<file path="src/rtl/decimal_entry_to_binary_pkg.sv">
// Shared types and constants for the decimal digit entry block.
package decimal_entry_pkg;
    typedef enum logic [0:0] {
        ST_IDLE = 1'b0,
        ST_MUL  = 1'b1
    } dec_state_e;

    localparam int         DEC_BASE      = 10;
    localparam logic [3:0] MAX_DEC_DIGIT = 4'd9;
endpackage

</file>
<file path="src/rtl/decimal_entry_to_binary_if.sv">
// Digit entry bus: keypad-side controls in, committed value and status out.
// Handshake: a digit or enter is taken on a rising edge only while digit_ready is high; clear is always taken.
interface decimal_entry_to_binary_if #(
    parameter int OUT_W = 9,
    parameter int CNT_W = 2
);
    logic             digit_valid;
    logic [3:0]       digit;
    logic             enter;
    logic             clear;
    logic             digit_ready;
    logic [OUT_W-1:0] value_out;
    logic             value_valid;
    logic [CNT_W-1:0] digit_count;
    logic             err_invalid;
    logic             err_ovf;
    logic [0:0]       dbg_state;

    modport master (
        output digit_valid, digit, enter, clear,
        input  digit_ready, value_out, value_valid, digit_count, err_invalid, err_ovf, dbg_state
    );

    modport slave (
        input  digit_valid, digit, enter, clear,
        output digit_ready, value_out, value_valid, digit_count, err_invalid, err_ovf, dbg_state
    );
endinterface

</file>
<file path="src/rtl/decimal_entry_to_binary_times_ten_add.sv">
// Combinational acc*10 + digit using shifts and adds, widened so overflow is visible.
module times_ten_add #(
    parameter int OUT_W = 9
) (
    input  logic [OUT_W-1:0] acc_i,
    input  logic [3:0]       digit_i,
    output logic [OUT_W+3:0] sum_o
);
    logic [OUT_W+3:0] acc_w;

    assign acc_w = {4'b0000, acc_i};
    assign sum_o = (acc_w << 3) + (acc_w << 1) + {{OUT_W{1'b0}}, digit_i};
endmodule

</file>
<file path="src/rtl/decimal_entry_to_binary.sv">
// Accumulates decimal digits MSD-first into a binary value committed on enter.
// DEC_ENTRY_TIMEOUT_EN adds an idle auto-commit after TIMEOUT_CYC cycles.
module decimal_entry_to_binary
    import decimal_entry_pkg::*;
#(
    parameter int OUT_W       = 9,
    parameter int MAX_DIGITS  = 3,
    parameter int TIMEOUT_CYC = 1000
) (
    input logic clk,
    input logic reset,
    decimal_entry_to_binary_if.slave bus
);
    localparam int         CNT_W  = $clog2(MAX_DIGITS + 1);
    localparam logic [0:0] S_IDLE = ST_IDLE;
    localparam logic [0:0] S_MUL  = ST_MUL;

    logic [0:0]       state_q, state_d;
    logic [OUT_W-1:0] acc_q, acc_d;
    logic [CNT_W-1:0] cnt_q, cnt_d;
    logic [3:0]       dig_q, dig_d;
    logic [OUT_W-1:0] val_q, val_d;
    logic             vv_q, vv_d;
    logic             einv_q, einv_d;
    logic             eovf_q, eovf_d;
    logic [OUT_W+3:0] sum;
    logic             timeout_hit;

    times_ten_add #(.OUT_W(OUT_W)) u_mul (
        .acc_i   (acc_q),
        .digit_i (dig_q),
        .sum_o   (sum)
    );

`ifdef DEC_ENTRY_TIMEOUT_EN
    localparam int TO_W = $clog2(TIMEOUT_CYC + 1);
    logic [TO_W-1:0] idle_q, idle_d;
    logic            idle_cnt_en;

    // Counting only happens while a partial entry sits untouched in IDLE.
    assign idle_cnt_en = (state_q == S_IDLE) && (cnt_q != '0) && !bus.clear
                         && !bus.enter && !bus.digit_valid;
    assign timeout_hit = idle_cnt_en && (idle_q == TO_W'(TIMEOUT_CYC - 1));
    assign idle_d      = (idle_cnt_en && !timeout_hit) ? idle_q + 1'b1 : '0;

    always_ff @(posedge clk or posedge reset) begin
        if (reset) idle_q <= '0;
        else       idle_q <= idle_d;
    end
`else
    logic unused_timeout;
    assign unused_timeout = ^TIMEOUT_CYC;
    assign timeout_hit    = 1'b0;
`endif

    always_comb begin
        state_d = state_q;
        acc_d   = acc_q;
        cnt_d   = cnt_q;
        dig_d   = dig_q;
        val_d   = val_q;
        vv_d    = 1'b0;
        einv_d  = einv_q;
        eovf_d  = eovf_q;
        if (bus.clear) begin
            state_d = S_IDLE;
            acc_d   = '0;
            cnt_d   = '0;
            einv_d  = 1'b0;
            eovf_d  = 1'b0;
        end else if (state_q == S_MUL) begin
            state_d = S_IDLE;
            if (|sum[OUT_W+3:OUT_W]) begin
                eovf_d = 1'b1;
            end else begin
                acc_d = sum[OUT_W-1:0];
                cnt_d = cnt_q + 1'b1;
            end
        end else if (bus.enter || timeout_hit) begin
            val_d = acc_q;
            vv_d  = 1'b1;
            acc_d = '0;
            cnt_d = '0;
        end else if (bus.digit_valid) begin
            if (bus.digit > MAX_DEC_DIGIT) begin
                einv_d = 1'b1;
            end else if (cnt_q == CNT_W'(MAX_DIGITS)) begin
                eovf_d = 1'b1;
            end else begin
                dig_d   = bus.digit;
                state_d = S_MUL;
            end
        end
    end

    always_ff @(posedge clk or posedge reset) begin
        if (reset) begin
            state_q <= S_IDLE;
            acc_q   <= '0;
            cnt_q   <= '0;
            dig_q   <= '0;
            val_q   <= '0;
            vv_q    <= 1'b0;
            einv_q  <= 1'b0;
            eovf_q  <= 1'b0;
        end else begin
            state_q <= state_d;
            acc_q   <= acc_d;
            cnt_q   <= cnt_d;
            dig_q   <= dig_d;
            val_q   <= val_d;
            vv_q    <= vv_d;
            einv_q  <= einv_d;
            eovf_q  <= eovf_d;
        end
    end

    assign bus.digit_ready = (state_q == S_IDLE);
    assign bus.value_out   = val_q;
    assign bus.value_valid = vv_q;
    assign bus.digit_count = cnt_q;
    assign bus.err_invalid = einv_q;
    assign bus.err_ovf     = eovf_q;
    assign bus.dbg_state   = state_q;
endmodule

</file>
<file path="src/flat_wrapper.sv">
// flat-port wrapper written by rule: the top's interface ports become plain ports
module decimal_entry_to_binary_flat import decimal_entry_pkg::*;
#(
    parameter int OUT_W       = 9,
    parameter int MAX_DIGITS  = 3,
    parameter int TIMEOUT_CYC = 1000
)
  (clk, reset, bus_digit_valid, bus_digit, bus_enter, bus_clear, bus_digit_ready, bus_value_out, bus_value_valid, bus_digit_count, bus_err_invalid, bus_err_ovf, bus_dbg_state);
  decimal_entry_to_binary_if #(.OUT_W(OUT_W), .CNT_W((2))) bus_i ();
  input logic clk;
  input logic reset;
  input wire logic [$bits(bus_i.digit_valid)-1:0] bus_digit_valid;
  input wire logic [$bits(bus_i.digit)-1:0] bus_digit;
  input wire logic [$bits(bus_i.enter)-1:0] bus_enter;
  input wire logic [$bits(bus_i.clear)-1:0] bus_clear;
  output wire logic [$bits(bus_i.digit_ready)-1:0] bus_digit_ready;
  output wire logic [$bits(bus_i.value_out)-1:0] bus_value_out;
  output wire logic [$bits(bus_i.value_valid)-1:0] bus_value_valid;
  output wire logic [$bits(bus_i.digit_count)-1:0] bus_digit_count;
  output wire logic [$bits(bus_i.err_invalid)-1:0] bus_err_invalid;
  output wire logic [$bits(bus_i.err_ovf)-1:0] bus_err_ovf;
  output wire logic [$bits(bus_i.dbg_state)-1:0] bus_dbg_state;
  assign bus_i.digit_valid = bus_digit_valid;
  assign bus_i.digit = bus_digit;
  assign bus_i.enter = bus_enter;
  assign bus_i.clear = bus_clear;
  assign bus_digit_ready = bus_i.digit_ready;
  assign bus_value_out = bus_i.value_out;
  assign bus_value_valid = bus_i.value_valid;
  assign bus_digit_count = bus_i.digit_count;
  assign bus_err_invalid = bus_i.err_invalid;
  assign bus_err_ovf = bus_i.err_ovf;
  assign bus_dbg_state = bus_i.dbg_state;
  decimal_entry_to_binary #(.OUT_W(OUT_W), .MAX_DIGITS(MAX_DIGITS), .TIMEOUT_CYC(TIMEOUT_CYC)) u_core (.clk(clk), .reset(reset), .bus(bus_i));
endmodule
</file>
<file path="config.mk">
export PLATFORM = sky130hd
export DESIGN_NAME = decimal_entry_to_binary_flat
export DESIGN_NICKNAME = d
export VERILOG_FILES = /design/src/rtl/decimal_entry_to_binary_pkg.sv /design/src/rtl/decimal_entry_to_binary_if.sv /design/src/rtl/decimal_entry_to_binary_times_ten_add.sv /design/src/rtl/decimal_entry_to_binary.sv /design/src/flat_wrapper.sv
export SDC_FILE = /design/constraint.sdc
export NUM_CORES = 1
export LEC_CHECK = 0
export ABC_AREA = 0
export CAP_MARGIN = 40
export CORE_MARGIN = 2
export CORE_UTILIZATION = 55
export DETAILED_ROUTE_END_ITERATION = 7
export GPL_TIMING_DRIVEN = 0
export HOLD_SLACK_MARGIN = 0.1
export PLACE_DENSITY = 0.82
export RECOVER_POWER = 100
export SLEW_MARGIN = 5
export SYNTH_ARGS = -nofsm -noshare
export SYNTH_HDL_FRONTEND = slang
export SYNTH_SLANG_ARGS = --single-unit
</file>
<file path="constraint.sdc">
create_clock -name clk -period 8.05 [get_ports clk]
set_input_delay 1.2075 -clock clk [delete_from_list [all_inputs] [get_ports clk]]
set_output_delay 1.2075 -clock clk [all_outputs]
set_load 0.03 [all_outputs]
</file>
# Yosys cells after proc, flatten, opt, wreduce, memory -nomap -nowiden
# Index checks and enable logic that the tools add are counted.
dict set report classes {
  addsub 3
  order_cmp 1
  n_eq_ne 7
  muxes 29
  bitwise_logic 5
  reduce_logical 11
}
# cell count
set op_table {}
lappend op_table {{9-bit two-way mux} 4}
lappend op_table {{1-bit two-way mux} 21}
lappend op_table {{12-bit by 10-bit adder with 13-bit output} 1}
lappend op_table {{13-bit by 4-bit adder with 13-bit output} 1}
lappend op_table {{3-bit nonzero test} 3}
lappend op_table {{2-bit two-way mux} 4}
lappend op_table {{3-bit inequality test (second input constant)} 2}
lappend op_table {{6-bit AND reduction} 1}
lappend op_table {{1-bit NOT} 5}
lappend op_table {{5-bit AND reduction} 1}
lappend op_table {{4-bit greater-than comparator (second input constant)} 1}
lappend op_table {{4-bit AND reduction} 1}
lappend op_table {{2-bit nonzero test} 2}
lappend op_table {{4-bit OR reduction} 1}
lappend op_table {{3-bit by 1-bit inequality test with 1-bit output (second input constant)} 1}
lappend op_table {{3-bit by 2-bit inequality test with 1-bit output (second input constant)} 1}
lappend op_table {{3-bit AND reduction} 1}
lappend op_table {{2-bit by 1-bit adder with 2-bit output (second input constant)} 1}
lappend op_table {{2-bit equality test (second input constant)} 1}
lappend op_table {{2-bit by 1-bit inequality test with 1-bit output (second input constant)} 1}
lappend op_table {{2-bit inequality test (second input constant)} 1}
lappend op_table {{2-bit AND reduction} 1}
dict set report word_totals {
  register_bits 28
  inputBits 9
  wordCells 64
}

# Longest topological paths before layout
dict set report depth {
  ltp_word 7
  ltp_mapped 10
}

# Modules after synthesis
# From an unflattened synthesis, not the netlist that was laid out.
dict set report unflattened {
  cells_unflattened 149
  hier_area_um2 1689.1
}
# module instances cells_per_inst area_each_um2 seq_area_each_um2
set by_module_without_submodules {}
lappend by_module_without_submodules {decimal_entry_to_binary 1 80 1112.3 700.7}
lappend by_module_without_submodules {times_ten_add 1 69 576.8 0.0}

# Worst setup path before layout
# OpenSTA, ideal clock, no wires.
dict set report synth_path {
  path_kind {reg2reg}
  start {register u_core.acc_q[0]}
  end {register u_core.cnt_q[0], in the netlist u_core.bus.digit_count[0]}
  arrival_ps 2892
  required_ps 7924
  setup_slack_ps 5032
  stages_incl_launch_ff 10
  path_buffers 0
  synth_period_minus_slack_ps 3018
  path_cell_list {dfrtp_1 > inv_1 > fa_1 > fa_1 > nand2b_1 > a211oi_2 > o21a_1 > mux2i_1 > or4_1 > a221o_1}
}
dict set report synth_between {
  elab_chain_cells 5
}
# item line_no
set synth_lines {}
lappend synth_lines {{start, declared} decimal_entry_to_binary.sv:19} ;# logic [OUT_W-1:0] acc_q, acc_d;
lappend synth_lines {{start signal, assigned} decimal_entry_to_binary.sv:99} ;# acc_q <= '0;
lappend synth_lines {{start signal, assigned} decimal_entry_to_binary.sv:108} ;# acc_q <= acc_d;
lappend synth_lines {{12-bit by 10-bit adder with 13-bit output} decimal_entry_to_binary_times_ten_add.sv:12} ;# assign sum_o = (acc_w << 3) + (acc_w << 1) + {{OUT_W{1'b0}}, digit_i};
lappend synth_lines {{13-bit by 4-bit adder with 13-bit output} decimal_entry_to_binary_times_ten_add.sv:12}
lappend synth_lines {{4-bit OR reduction} decimal_entry_to_binary.sv:73} ;# if (|sum[OUT_W+3:OUT_W]) begin
lappend synth_lines {{3-bit inequality test (no source line)} -}
lappend synth_lines {{2-bit AND reduction (no source line)} -}
lappend synth_lines {{end signal, assigned} decimal_entry_to_binary.sv:109} ;# cnt_q <= cnt_d;
lappend synth_lines {{end, declared} decimal_entry_to_binary.sv:20} ;# logic [CNT_W-1:0] cnt_q, cnt_d;
# Every way passes these cells.
# A chain may end at the register's enable or synchronous reset.

# Final worst setup path
dict set report layout_path {
  start {register u_core.acc_q[0]}
  end {register u_core.acc_q[1]}
}
dict set report layout_between {
  elab_chain_cells 5
  elab_cells_between_ends 8
}
# item line_no
set layout_lines {}
lappend layout_lines {{12-bit by 10-bit adder with 13-bit output (*)} decimal_entry_to_binary_times_ten_add.sv:12}
lappend layout_lines {{13-bit by 4-bit adder with 13-bit output (*)} decimal_entry_to_binary_times_ten_add.sv:12}
lappend layout_lines {{4-bit OR reduction / 9-bit two-way mux (equally long branches)} decimal_entry_to_binary.sv:73}
lappend layout_lines {{3-bit inequality test (no source line) / 9-bit two-way mux (equally long branches)} -}
lappend layout_lines {{2-bit AND reduction (no source line) / 9-bit two-way mux (equally long branches)} -}
# Mark *: on every way between the ends. The rest lies on a longest branch, timed or not. The select of a mux whose other input is x is not followed.

==> results.toml <==
[run_status]
status = "completed"

[worst_setup_path]
critPathLaunchType = "flop"
worstPathArrival_ns = 3.92
reg2reg_slack_ns = 4.38
required_ns = 8.30
rr_worst_depth = 10
r2r-start = "u_core.acc_q[0]"
startpoint = "u_core.acc_q[0]"
cp_max_fo = 9
cp-end-kind = "flop"
r2r-end = "u_core.acc_q[1]"
criticalPathCategory = "reg2reg"

[min_path]
hp-class = "reg2reg"
hold_path_end = "u_core.dig_q[2]"
whs_path_depth = 2
min_from = "u_core.dig_q[2]"

[clocking]
cts_tree = "built"
cts_buffers = 3
clkSlewWorstSetupHoldPaths_ns = 0.14
cts_post_setup_buffers_inserted = 0
cts_sinks = 28
htree_levels = 1
postCtsResizedCells = 0
insertion_delay_ns = 0.32
cts_hold_buf = 0
cts_buffer_depth = 2
root_buffer = "clkbuf_4"

[finish]
final_layout_size_suffix_gt1_share_pct = 11.8
antenna_cells = 0
utilization_pct = 67.7
ff_latch_area_um2 = 701
multi_input_area_um2 = 995
syn_to_final_growth_pct = 17.7
final_cell_area_um2 = 2070
n_fill_cell = 255
nNetsFinal = 226

[global_route]
grt_pass1_vias = 1431
antenna_found_initial = 0
gr-total-overflow = 0
grt_max_degree = 19
grt_usage_pct = 23.8
grt_pass1_wl_mm = 6.51

[placed_design]
io_buffers = 23
gp_congestion = 0.801
place_area_um2 = 2080
dp_hpwl_mm = 2.83

[power]
p_per_area_nw_per_um2 = 117
intPower_mw = 0.178
switching_power_mw = 0.0634
p_sw_share_pct = 26.3
clockPowerShare_pct = 23.5
irDropWorstVdd_uv = 117
p_comb_share_pct = 14.4
sequentialPowerShare_pct = 62.1
power.leakage_nw = 1.04

[floorplanning]
start_util_pct = 57.5
num_io_pins = 25
dieWidth_um = 60.5
die_y_um = 60.5
placementRows = 20
die_area_um2 = 3660
core_um2 = 3050

[sta]
fin_tns_setup_ns = 0
skew_ns = 0.00444
period_needed_ns = 3.67
slew_violations = 0
setup_viol = 0
hold_viol = 0
relSlewSlack_pct = 36.5
max_freq_mhz = 273
worstMarginPinSlew_ns = 0.953
fin_crit_sh_pct = 45.5
grt_setup_unrepaired = "no"

[yosys]
ys_dominant_reg_cell = "dfrtp_1"
synth_area_leaders = "dfrtp_1 40%, ha_1 13%, mux2_2 5.8%"
synthArstFlopShare_pct = 100
netlist_area_um2 = 1760
avgSynthCellArea_um2 = 10.5
yosysMostFrequentCell = "dfrtp_1"
synth_seq_cells = 28
yosysTopAreaCell = "dfrtp_1"
ys_seq_area_share_pct = 39.9
synth_cell_types = 42
yosys_warnings = 0
netlist.area_leader.share_pct = 39.9
synth_edf_count = 0
synth_nets = 196
yosys-top-cells-count = "28 x dfrtp_1, 23 x nand2_1, 18 x ha_1"
synthCells = 167

[route]
ant_nets = 0
wire_per_inst_um = 15.3
viasPerCell = 5.79
num_vias = 1383
routed_wl_mm = 3.66
drc_errors = 0
drt_iter0_drc = 71
first_pass_iters = 4

[job]
max_cap_viol_count = 0
==> worst max-delay path: stages, from the launching register on <==
cell	delay [ns]
dfrtp_1	0.42
inv_1	0.07
fa_1	0.50
fa_1	0.48
nand2b_1	0.19
a211oi_1	0.43
o21ai_0	0.20
a221oi_1	0.73
nor4b_2	0.09
clkbuf_1	0.27
o2bb2ai_1	0.21
==> routing by layer <==
metal  GRT usage (%)  part of all wire (%)
met5               0                     0
met4            7.76                   1.1
met3            3.20                   2.2
met2            41.3                    50
met1            31.2                    47
==> cells by family (layout without fill, tap and decap cells) <==
kind of cell               after synthesis  after routing  share of synthesized area, %
and+or+nand+nor                         49             49                          14.1
DFF                                     28             28                          39.9
buffers and inverters                   15             43                          3.20
adders and majority gates               20             20                          15.1
muxes                                   10             10                          6.34
AOI/OAI and AO/OA                       41             41                          19.4
xor gates and xnor gates                 4              4                          1.99
==> state kept, by name (all words and copies together), names as in the netlist <==
signal,count
u_core.bus.digit_count,2
u_core.acc_q,9
u_core.bus.value_valid,1
u_core.bus.err_invalid,1
u_core.bus.value_out,9
u_core.bus.dbg_state,1
u_core.dig_q,4
u_core.bus.err_ovf,1
==> cells in the final DEF (no fill, tap or decap), types with 2 or more instances in the layout <==
cell type	count
nand3_1	2
inv_1	13
a21oi_1	7
mux2_2	9
nor2_1	8
nor3b_1	2
ha_1	18
o2bb2ai_1	8
nand2b_1	4
or3_1	2
a21o_2	2
clkbuf_1	4
dfrtp_1	28
nand2_1	23
clkbuf_4	3
nor4_1	2
o21a_1	3
nor4b_2	2
fa_1	2
xnor2_1	2
dlygate4sd3_1	18
o21ai_0	5
clkdlybuf4s50_1	5
xor2_1	2
==> cell type report <==
cell class                 count  share of cell area [%]
buffer                         2                   0.363
clock buffer                   3                    1.09
inverter                      13                    2.36
multi-input combinational    124                    48.1
sequential                    28                    33.9
tap                           44                    2.66
timing repair buffer          25                    11.5
==> power by group through the flow <==
stage               clock [mW]  sequential, mW  combinational (mW)
finish                  0.0565           0.150              0.0347
global route            0.0628           0.151              0.0390
CTS                     0.0580           0.150              0.0378
detailed placement           0           0.153              0.0374
global placement             0           0.152              0.0341
floorplan                    0           0.154              0.0203
==> how the worst max path moves through the flow <==
stage | to | slack, ns | depth (start not counted)
2_1_floorplan | u_core.bus.digit_count[0] | 5.03 | 9
3_3_place_gp | u_core.acc_q[3] | 4.56 | 9
5_1_grt | u_core.acc_q[1] | 4.06 | 10
6_report | u_core.acc_q[1] | 4.38 | 10
3_5_place_dp | u_core.acc_q[7] | 4.61 | 9
4_1_cts | u_core.acc_q[7] | 4.59 | 9
==> stage by stage <==
stage	power (mW)	std cells	worst slack, ns	hold slack [ns]
floorplan	0.174	167	5.03	0.446
global placement	0.186	234	4.56	0.474
detailed placement	0.190	236	4.61	0.474
CTS	0.245	239	4.59	0.511
global route	0.252	239	4.06	0.532
finish	0.241	239	4.38	0.510
Power figures use the tool's default switching activity.
==> variant, RTL diff (config.mk and constraints unchanged) <==
`OUT_W` is set to 9 in 4 places; all go to 13.
--- a/src/rtl/decimal_entry_to_binary_if.sv
+++ b/src/rtl/decimal_entry_to_binary_if.sv
@@ -2,5 +2,5 @@
 // Handshake: a digit or enter is taken on a rising edge only while digit_ready is high; clear is always taken.
 interface decimal_entry_to_binary_if #(
-    parameter int OUT_W = 9,
+    parameter int OUT_W = 13,
     parameter int CNT_W = 2
 );
--- a/src/rtl/decimal_entry_to_binary_times_ten_add.sv
+++ b/src/rtl/decimal_entry_to_binary_times_ten_add.sv
@@ -1,5 +1,5 @@
 // Combinational acc*10 + digit using shifts and adds, widened so overflow is visible.
 module times_ten_add #(
-    parameter int OUT_W = 9
+    parameter int OUT_W = 13
 ) (
     input  logic [OUT_W-1:0] acc_i,
--- a/src/rtl/decimal_entry_to_binary.sv
+++ b/src/rtl/decimal_entry_to_binary.sv
@@ -4,5 +4,5 @@
     import decimal_entry_pkg::*;
 #(
-    parameter int OUT_W       = 9,
+    parameter int OUT_W       = 13,
     parameter int MAX_DIGITS  = 3,
     parameter int TIMEOUT_CYC = 1000
--- a/src/flat_wrapper.sv
+++ b/src/flat_wrapper.sv
@@ -2,5 +2,5 @@
 module decimal_entry_to_binary_flat import decimal_entry_pkg::*;
 #(
-    parameter int OUT_W       = 9,
+    parameter int OUT_W       = 13,
     parameter int MAX_DIGITS  = 3,
     parameter int TIMEOUT_CYC = 1000
Interface: changed (resized bus_value_out); port bits go from 25 to 29. No check against the original RTL was run, so the function may have changed too.
==> variant against the unedited design <==
Synthesized area is 40% higher. Setup slack worse by 0.74 ns. Cell area is 38% higher. Routed wire length is 44% higher. Non-clock buffer count is 7 higher. Sequential cell count is 8 higher. Total power is 64% higher. Largest cell class unchanged.
==> variant: results <==
set metrics [dict create \
    crit_fanout 10 \
    layout.nets 303 \
    grt_usage 0.225 \
    r2r_setup_slack_ns 3.65 \
    dp.cells 311 \
    inv_count 28 \
    ys_seq_area_frac 0.366 \
    clock.fmax_mhz 227 \
    path_clk_slew_ns 0.07 \
    fillers 356 \
    clk_latency_ns 0.30 \
    h-tree-depth 2 \
    holdPathEnd "u_core.bus.value_out[2]" \
    cts.sinks 36 \
    first_iter_violations 68 \
    layout-drive-gt1-share 0.161 \
    pre_cts_slack_ns 4.51 \
    synth-xor-area-share 0.0285 \
    netlist_instances 232 \
    cp_data_arrival_time_ns 4.62 \
    grt_max_degree 37 \
    min_from "u_core.bus.value_out[2]" \
    detail_route.wl_per_cell_um 16.5 \
    holdPathStages 1 \
    multi_input_area_um2 1350 \
    status "completed" \
    ys_types 54 \
    synth_mux_area_frac 0.0899 \
    clockRootBuffer "clkbuf_8" \
    p_leak_uw 0.00149 \
    portBuffers 27 \
    syn-num-nets 269 \
    num-nonclk-buffers 34 \
    fin_hold_ws_ns 0.503 \
    clock_skew_ns 0.0105 \
    relSlewSlack 0.106 \
    sh_seq_area 0.316 \
]
## variant: cell count changes after synthesis, moves of 4 or more
cell,delta
ha_1,+8
o32ai_1,+8
mux2_2,+5
a21o_1,+4
inv_1,+15
nand2_1,-4
mux2i_1,+4
o2bb2ai_1,-8
dfrtp_1,+8
nand2b_1,-4
## variant: per-layer routing
layer | track usage | vias to the layer above | routed length, um
li1 | - | 912 | -
met1 | 0.295 | 925 | 2430
met2 | 0.383 | 39 | 2590
met3 | 0.0427 | 8 | 183
met4 | 0.0650 | 0 | 63
met5 | 0 | - | 0
## variant: where the power goes
| group | total (uW) | switching, uW | internal, uW | leakage (uW) |
|---|---|---|---|---|
| Combinational | 42.6 | 26.3 | 16.3 | 0.000937 |
| Sequential | 191 | 3.64 | 187 | 0.000494 |
| Clock | 162 | 70.0 | 91.7 | 0.0000541 |
